--- src/rtl/fifo_level.sv ---
// Parametrised single-clock show-ahead FIFO with fill level, almost-full/empty thresholds and flush.
// Define FIFO_LEVEL_ERR_EN to build the sticky overflow/underflow flags and honour err_clear.
module fifo_level #(
    parameter int DATA_BITS     = 11,
    parameter int FIFO_LENGTH   = 16,
    parameter int AFULL_THRESH  = 12,
    parameter int AEMPTY_THRESH = 4
) (
    input  logic                         clk,
    input  logic                         reset,
    input  logic [DATA_BITS-1:0]         input_data,
    input  logic                         write,
    input  logic                         read,
    input  logic                         flush,
    input  logic                         err_clear,
    output logic [DATA_BITS-1:0]         output_data,
    output logic                         empty,
    output logic                         full,
    output logic                         almost_empty,
    output logic                         almost_full,
    output logic [$clog2(FIFO_LENGTH):0] count,
    output logic                         overflow,
    output logic                         underflow
);

    localparam int PTR_W = $clog2(FIFO_LENGTH);
    localparam int CNT_W = PTR_W + 1;

    logic [DATA_BITS-1:0] mem_r [FIFO_LENGTH];
    logic [PTR_W-1:0]     wr_ptr_r;
    logic [PTR_W-1:0]     rd_ptr_r;
    logic [CNT_W-1:0]     count_r;
    logic [CNT_W-1:0]     count_nxt_s;
    logic                 empty_s;
    logic                 full_s;
    logic                 wr_en_s;
    logic                 rd_en_s;

    // Flags come from the registered level, so they only move after an edge.
    assign empty_s = (count_r == {CNT_W{1'b0}});
    assign full_s  = (count_r == CNT_W'(FIFO_LENGTH));
    assign wr_en_s = write && !full_s && !flush;
    assign rd_en_s = read && !empty_s && !flush;

    assign empty        = empty_s;
    assign full         = full_s;
    assign almost_empty = (count_r <= CNT_W'(AEMPTY_THRESH));
    assign almost_full  = (count_r >= CNT_W'(AFULL_THRESH));
    assign count        = count_r;
    assign output_data  = empty_s ? {DATA_BITS{1'b0}} : mem_r[rd_ptr_r];

    // Level update: a simultaneous accepted read and write leaves the level unchanged.
    always_comb begin
        count_nxt_s = count_r;
        case ({wr_en_s, rd_en_s})
            2'b10:   count_nxt_s = count_r + CNT_W'(1);
            2'b01:   count_nxt_s = count_r - CNT_W'(1);
            default: count_nxt_s = count_r;
        endcase
    end

    // Storage array, deliberately left out of reset.
    always_ff @(posedge clk) begin
        if (wr_en_s) begin
            mem_r[wr_ptr_r] <= input_data;
        end
    end

    // Pointers and level; flush returns them to zero ahead of any traffic.
    always_ff @(posedge clk or negedge reset) begin
        if (!reset) begin
            wr_ptr_r <= {PTR_W{1'b0}};
            rd_ptr_r <= {PTR_W{1'b0}};
            count_r  <= {CNT_W{1'b0}};
        end else if (flush) begin
            wr_ptr_r <= {PTR_W{1'b0}};
            rd_ptr_r <= {PTR_W{1'b0}};
            count_r  <= {CNT_W{1'b0}};
        end else begin
            if (wr_en_s) begin
                wr_ptr_r <= wr_ptr_r + PTR_W'(1);
            end
            if (rd_en_s) begin
                rd_ptr_r <= rd_ptr_r + PTR_W'(1);
            end
            count_r <= count_nxt_s;
        end
    end

`ifdef FIFO_LEVEL_ERR_EN
    logic overflow_r;
    logic underflow_r;
    logic ovf_evt_s;
    logic unf_evt_s;

    assign ovf_evt_s = write && full_s && !flush;
    assign unf_evt_s = read && empty_s && !flush;

    // Sticky error flags; a new event beats a coincident clear.
    always_ff @(posedge clk or negedge reset) begin
        if (!reset) begin
            overflow_r  <= 1'b0;
            underflow_r <= 1'b0;
        end else begin
            if (ovf_evt_s) begin
                overflow_r <= 1'b1;
            end else if (err_clear) begin
                overflow_r <= 1'b0;
            end
            if (unf_evt_s) begin
                underflow_r <= 1'b1;
            end else if (err_clear) begin
                underflow_r <= 1'b0;
            end
        end
    end

    assign overflow  = overflow_r;
    assign underflow = underflow_r;
`else
    logic unused_err_clear_s;

    assign unused_err_clear_s = err_clear;
    assign overflow           = 1'b0;
    assign underflow          = 1'b0;
`endif

endmodule

--- config.mk ---
export PLATFORM = sky130hd
export DESIGN_NAME = fifo_level
export DESIGN_NICKNAME = d
export VERILOG_FILES = /design/src/rtl/fifo_level.sv
export SDC_FILE = /design/constraint.sdc
export NUM_CORES = 1
export LEC_CHECK = 0
export CORE_MARGIN = 5
export CORE_UTILIZATION = 60
export DETAILED_ROUTE_END_ITERATION = 10
export HOLD_SLACK_MARGIN = 0.06
export PLACE_DENSITY_LB_ADDON = 0.2
export REMOVE_ABC_BUFFERS = 1
export SETUP_SLACK_MARGIN = 0.2
export SLEW_MARGIN = 0
export SYNTH_ARGS = -nofsm -noshare
export SYNTH_HDL_FRONTEND = slang
export SYNTH_SLANG_ARGS = --single-unit
--- constraint.sdc ---
create_clock -name clk -period 2.9 [get_ports clk]
set_input_delay 0.29 -clock clk [delete_from_list [all_inputs] [get_ports clk]]
set_output_delay 0.29 -clock clk [all_outputs]
set_load 0.1 [all_outputs]
* Word-level counts from Yosys, hierarchy flattened *
Memories as Yosys holds them, arrays and structs flattened.
Index checks and enable logic that the tools add are counted.

word-level totals
  logic and storage cells = 33
  input bits = 17
  RAM bits = 176
  memories kept = 1
  register bits after elaboration = 13

cells by class
  multiplexer cells = 9
  eq/ne operators = 3
  add/sub/neg operators = 4
  reduce and logical (&&, ||, !) cells = 11
  $lt $le $gt $ge = 2

memories
  memory  words  width  read ports  clocked after memory_dff  write ports  line  source
  mem_r   16     11     1           0                         1            29    logic [DATA_BITS-1:0] mem_r [FIFO_LENGTH];

operators by type and width
  cell                                                                                  number
  4-bit 2-to-1 mux                                                                      4
  11-bit 2-to-1 mux                                                                     1
  5-bit case mux with 2 select lines                                                    1
  4-bit by 1-bit adder with 4-bit output (second input constant)                        2
  5-bit by 1-bit adder with 5-bit output (second input constant)                        1
  5-bit equality test (second input constant)                                           1
  5-bit by 4-bit greater-or-equal comparator with 1-bit output (second input constant)  1
  5-bit by 3-bit <= comparator with 1-bit output (second input constant)                1
  5-bit zero test                                                                       1
  5-bit 2-to-1 mux                                                                      1
  5-bit by 1-bit subtractor with 5-bit output (second input constant)                   1
  1-bit logical AND                                                                     4
  2-bit nonzero test                                                                    2
  1-bit zero test                                                                       3
  3-bit nonzero test                                                                    1
  2-bit by 1-bit equality test with 1-bit output (second input constant)                1
  2-bit equality test (second input constant)                                           1
  1-bit 2-to-1 mux                                                                      2

* Depth between registers and ports, before layout *
  depth after elaboration = 7
  mapped depth = 10
  mapped depth without buffers = 9

* Worst setup path after synthesis *
OpenSTA, ideal clock, no wires.

  path type = reg-to-output
  from = register count_r[2] (netlist: count[2])
  to = output output_data[0]
  required time = 2610 ps
  slack = -727 ps
  stages on the path, launching flop included = 8
  arrival time = 3337 ps
  cell sequence = dfrtp_1 > buf_2 > nor4_4 > nand2b_1 > buf_2 > nand2b_1 > buf_2 > o22ai_1

on the way
  longest elaborated chain between the ends = 2

ends and longest elaborated chain
  item                    line  source
  start, declared         32    logic [CNT_W-1:0] count_r;
  start signal, assigned  74    count_r <= {CNT_W{1'b0}};
  start signal, assigned  78    count_r <= {CNT_W{1'b0}};
  start signal, assigned  86    count_r <= count_nxt_s;
  5-bit zero test         40    assign empty_s = (count_r == {CNT_W{1'b0}});
  11-bit 2-to-1 mux       50    assign output_data = empty_s ? {DATA_BITS{1'b0}} : mem_r[rd_ptr_r];
  end, declared           16    output logic [DATA_BITS-1:0] output_data,

No other way between the ends.

* Worst setup path in the final report *
  from = register rd_ptr_r[0]
  to = output output_data[2]

on the way
  longest elaborated chain between the ends = 2

ends and longest elaborated chain
  item                    line  source
  start, declared         31    logic [PTR_W-1:0] rd_ptr_r;
  start signal, assigned  73    rd_ptr_r <= {PTR_W{1'b0}};
  start signal, assigned  77    rd_ptr_r <= {PTR_W{1'b0}};
  start signal, assigned  84    rd_ptr_r <= rd_ptr_r + PTR_W'(1);
  memory 16 x 11 bit      -
  11-bit 2-to-1 mux       50

No other way between the ends.

==> impl_metrics.ini <==
[synthesis]
synth.distinct_cells = 41
synth_seq_cells = 189
syn-instance-count = 390
synth_xor_area_frac = 0.0102
synth_adder_area_share = 0.0114
synth_top_family_by_area = multiplexers
synthesis.area_um2 = 7690
yosys.area_share.simple = 0.0413
ys_warn_count = 0
synth_compound_area_frac = 0.0246
yosysSeqAreaShare = 0.729
synthMuxAreaShare = 0.166
synth_area_per_cell_um2 = 19.7

[finish]
final_nets = 482
drive_gt1_frac = 0.301
design_area_um2 = 9200
areaGrowthSynthToFinish_pct = 19.6
antenna_cells = 0
final_util = 0.729

[sta]
slew_violations = 0
max_slew.worst_pin.slew_ns = 0.632
maxSlewHeadroom = 0.577
hold_violations = 0
fin_crit_ns = 2.60
finalWorstSetupSlack_ns = 0.300
rsz0062_at_grt = yes
finalCritPeriodShare = 0.896
clock_skew_ns = 0.00851
setup_violations = 0
fin_hold_ws_ns = 0.254
fmax_mhz = 385

[detailed_routing]
wl_per_cell_um = 23.7
wl_mm = 15.3
drc = 0
dr.pass1.iters = 4
via_per_inst = 6.00
route.vias.total = 3859
drt_iter0_markers = 416
ant_nets = 0

[pwr]
ir_drop_mv = 1.04
powerDensity_nw_per_um2 = 911
p_leak_nw = 3.02
power_mw = 8.38

[setup_path]
r2r_cells = 9
reg2reg_slack_ns = 0.39
reg2reg_to = count[4]$_DFFE_PN0P_
end_kind = primary output
start_kind = flip-flop
r2r_start = count[0]$_DFFE_PN0P_
crit_required_ns = 2.61
cp_data_arrival_time_ns = 2.31
worst-setup-path-type = flip-flop to primary output
crit_fanout = 22

[global_routing]
antenna_found_initial = 0
grt_pass1_wl_mm = 23.3
grt_max_degree = 39
grt_pass1_vias = 4054
track_usage = 0.219
overflow = 0

[die]
core_um2 = 12600
initial_core_util = 0.610
io-pin-count = 39
die_w_um = 123
die_area_um2 = 15200
rows = 41
die_h_um = 123

[clock_tree]
path_clk_slew_ns = 0.06
clk_path_buf_depth = 2
cts_buffers = 17
clkLatencyLatePin_ns = 0.43
cts_root_buf = clkbuf_16
cts_tree = done
ctsHoldBuffers = 0
clock-sinks = 189
htreeDepth = 4

[place]
port-buffer-count = 35
dp_slack_ns = 0.111
place_hpwl_mm = 8.65
placed_area_um2 = 8460
place_congestion = 0.837

[run]
cap_violations = 0

[run_status]
status = complete, no violations

[worst_hold_path]
min_path_type = input pin to async pin
## cells by family (layout without fill, tap and decap cells)
logic type | count (synthesis) | in the layout
flops | 189 | 189
mux | 71 | 71
simple gates | 61 | 63
buf+inv | 27 | 105
compound gates | 25 | 25
xor+xnor | 9 | 9
fa+ha+maj | 7 | 7
other cells | 1 | 2
## cells in the mapped netlist
library cell    n  area share
o22ai_1        11      0.0089
dfrtp_1        13       0.042
edfxtp_1      176        0.69
nand3b_1        2      0.0020
a31o_2          1      0.0011
nand3_2         1      0.0013
a32oi_1         1      0.0011
mux4_2         44        0.13
nand4_1         1     0.00081
nand4bb_1       1      0.0015
buf_6           1      0.0015
or4_4           1      0.0015
a21o_1          1     0.00098
o21ai_0         2      0.0013
buf_2           9      0.0059
and2_1          2      0.0016
buf_4           3      0.0029
buf_1           1     0.00049
ha_1            7       0.011
o211ai_1        1     0.00098
nand2b_1        2      0.0016
nor3b_1         1     0.00098
or3_1           4      0.0033
a21oi_1         5      0.0033
o21a_1          1     0.00098
nor4_4          1      0.0028
mux2i_4         1      0.0029
inv_1           3      0.0015
o221ai_4        1      0.0034
or3b_2          1      0.0011
or3b_1          1      0.0011
nor2_1         29       0.014
nand2_1         9      0.0044
a21boi_4        1      0.0024
conb_1          1     0.00049
clkbuf_1       10      0.0049
nor3_1          1     0.00065
mux2i_1        26       0.034
xnor2_1         1      0.0011
xor2_1          8      0.0091
nand3_1         4      0.0026
## per-layer routing
layer,vias up,global-route usage,wire [um]
met5,-,0,0
met4,0,0.0664,250
met3,19,0.0576,1140
met2,144,0.357,7780
met1,1988,0.297,6080
li1,1708,-,-
## registers in the layout (all words and copies together) (netlist names)
register  cells
wr_ptr_r      4
rd_ptr_r      4
count         5
mem_r       176
## where the power goes
part / switching (mW) / internal [mW] / leakage (nW)
Clock: 0.913 / 1.34 / 0.278
Combinational: 1.81 / 1.21 / 0.992
Sequential: 0.0661 / 3.04 / 1.75
## final cells by class
| class | count | area [um2] |
|---|---|---|
| Clock inverter | 10 | 121 |
| Multi-Input combinational cell | 177 | 1990 |
| Clock buffer | 22 | 444 |
| Tap cell | 172 | 215 |
| Timing Repair Buffer | 70 | 796 |
| Sequential cell | 189 | 5620 |
| Fill cell | 770 | 3420 |
| Inverter | 3 | 11.3 |
## worst max path at each step
stage / slack, ns / cells past startpoint / endpoint / from
2_1_floorplan: -1.32 / 3 / output_data[0] / rd_ptr_r[0]$_DFFE_PN0P_
3_3_place_gp: 0.15 / 10 / count[4]$_DFFE_PN0P_ / read
3_5_place_dp: 0.11 / 10 / count[4]$_DFFE_PN0P_ / flush
4_1_cts: 0.22 / 6 / output_data[5] / count[0]$_DFFE_PN0P_
5_1_grt: 0.19 / 5 / output_data[1] / rd_ptr_r[0]$_DFFE_PN0P_
6_report: 0.30 / 5 / output_data[2] / rd_ptr_r[0]$_DFFE_PN0P_
## worst max-delay path, cell delays in order, from the launching register on
cell and delay, ns:
dfrtp_2 0.44, buf_16 0.24, mux4_2 0.53, mux2i_1 0.25
o22ai_1 0.21, buf_12 0.21
## repair_timing
item                       4_1_cts  5_1_grt
pin swaps                        0        2
setup endpoints to repair       11        8
buffers inserted                 2        6
gates resized for setup          7        5
cloned                           1        3
## layout by cell type (no fill, tap or decap), types with 5 or more instances in the layout
master             n
edfxtp_1         176
nor2_1            29
mux2i_1           26
a21oi_1            5
dfrtp_2            5
mux4_2            44
o22ai_1           11
buf_4             38
dfrtp_1            8
ha_1               6
buf_12            14
nand2_1            8
xor2_1             8
clkbuf_16         18
clkbuf_1           5
clkdlybuf4s50_1   15
## per-stage QoR
stage / std cells / setup TNS (ns)
floorplan: 367 / -15.34
global placement: 599 / 0
detailed placement: 599 / 0
CTS: 634 / 0
global route: 643 / 0
finish: 643 / 0
Note: power is estimated with default switching activity, not from simulation.
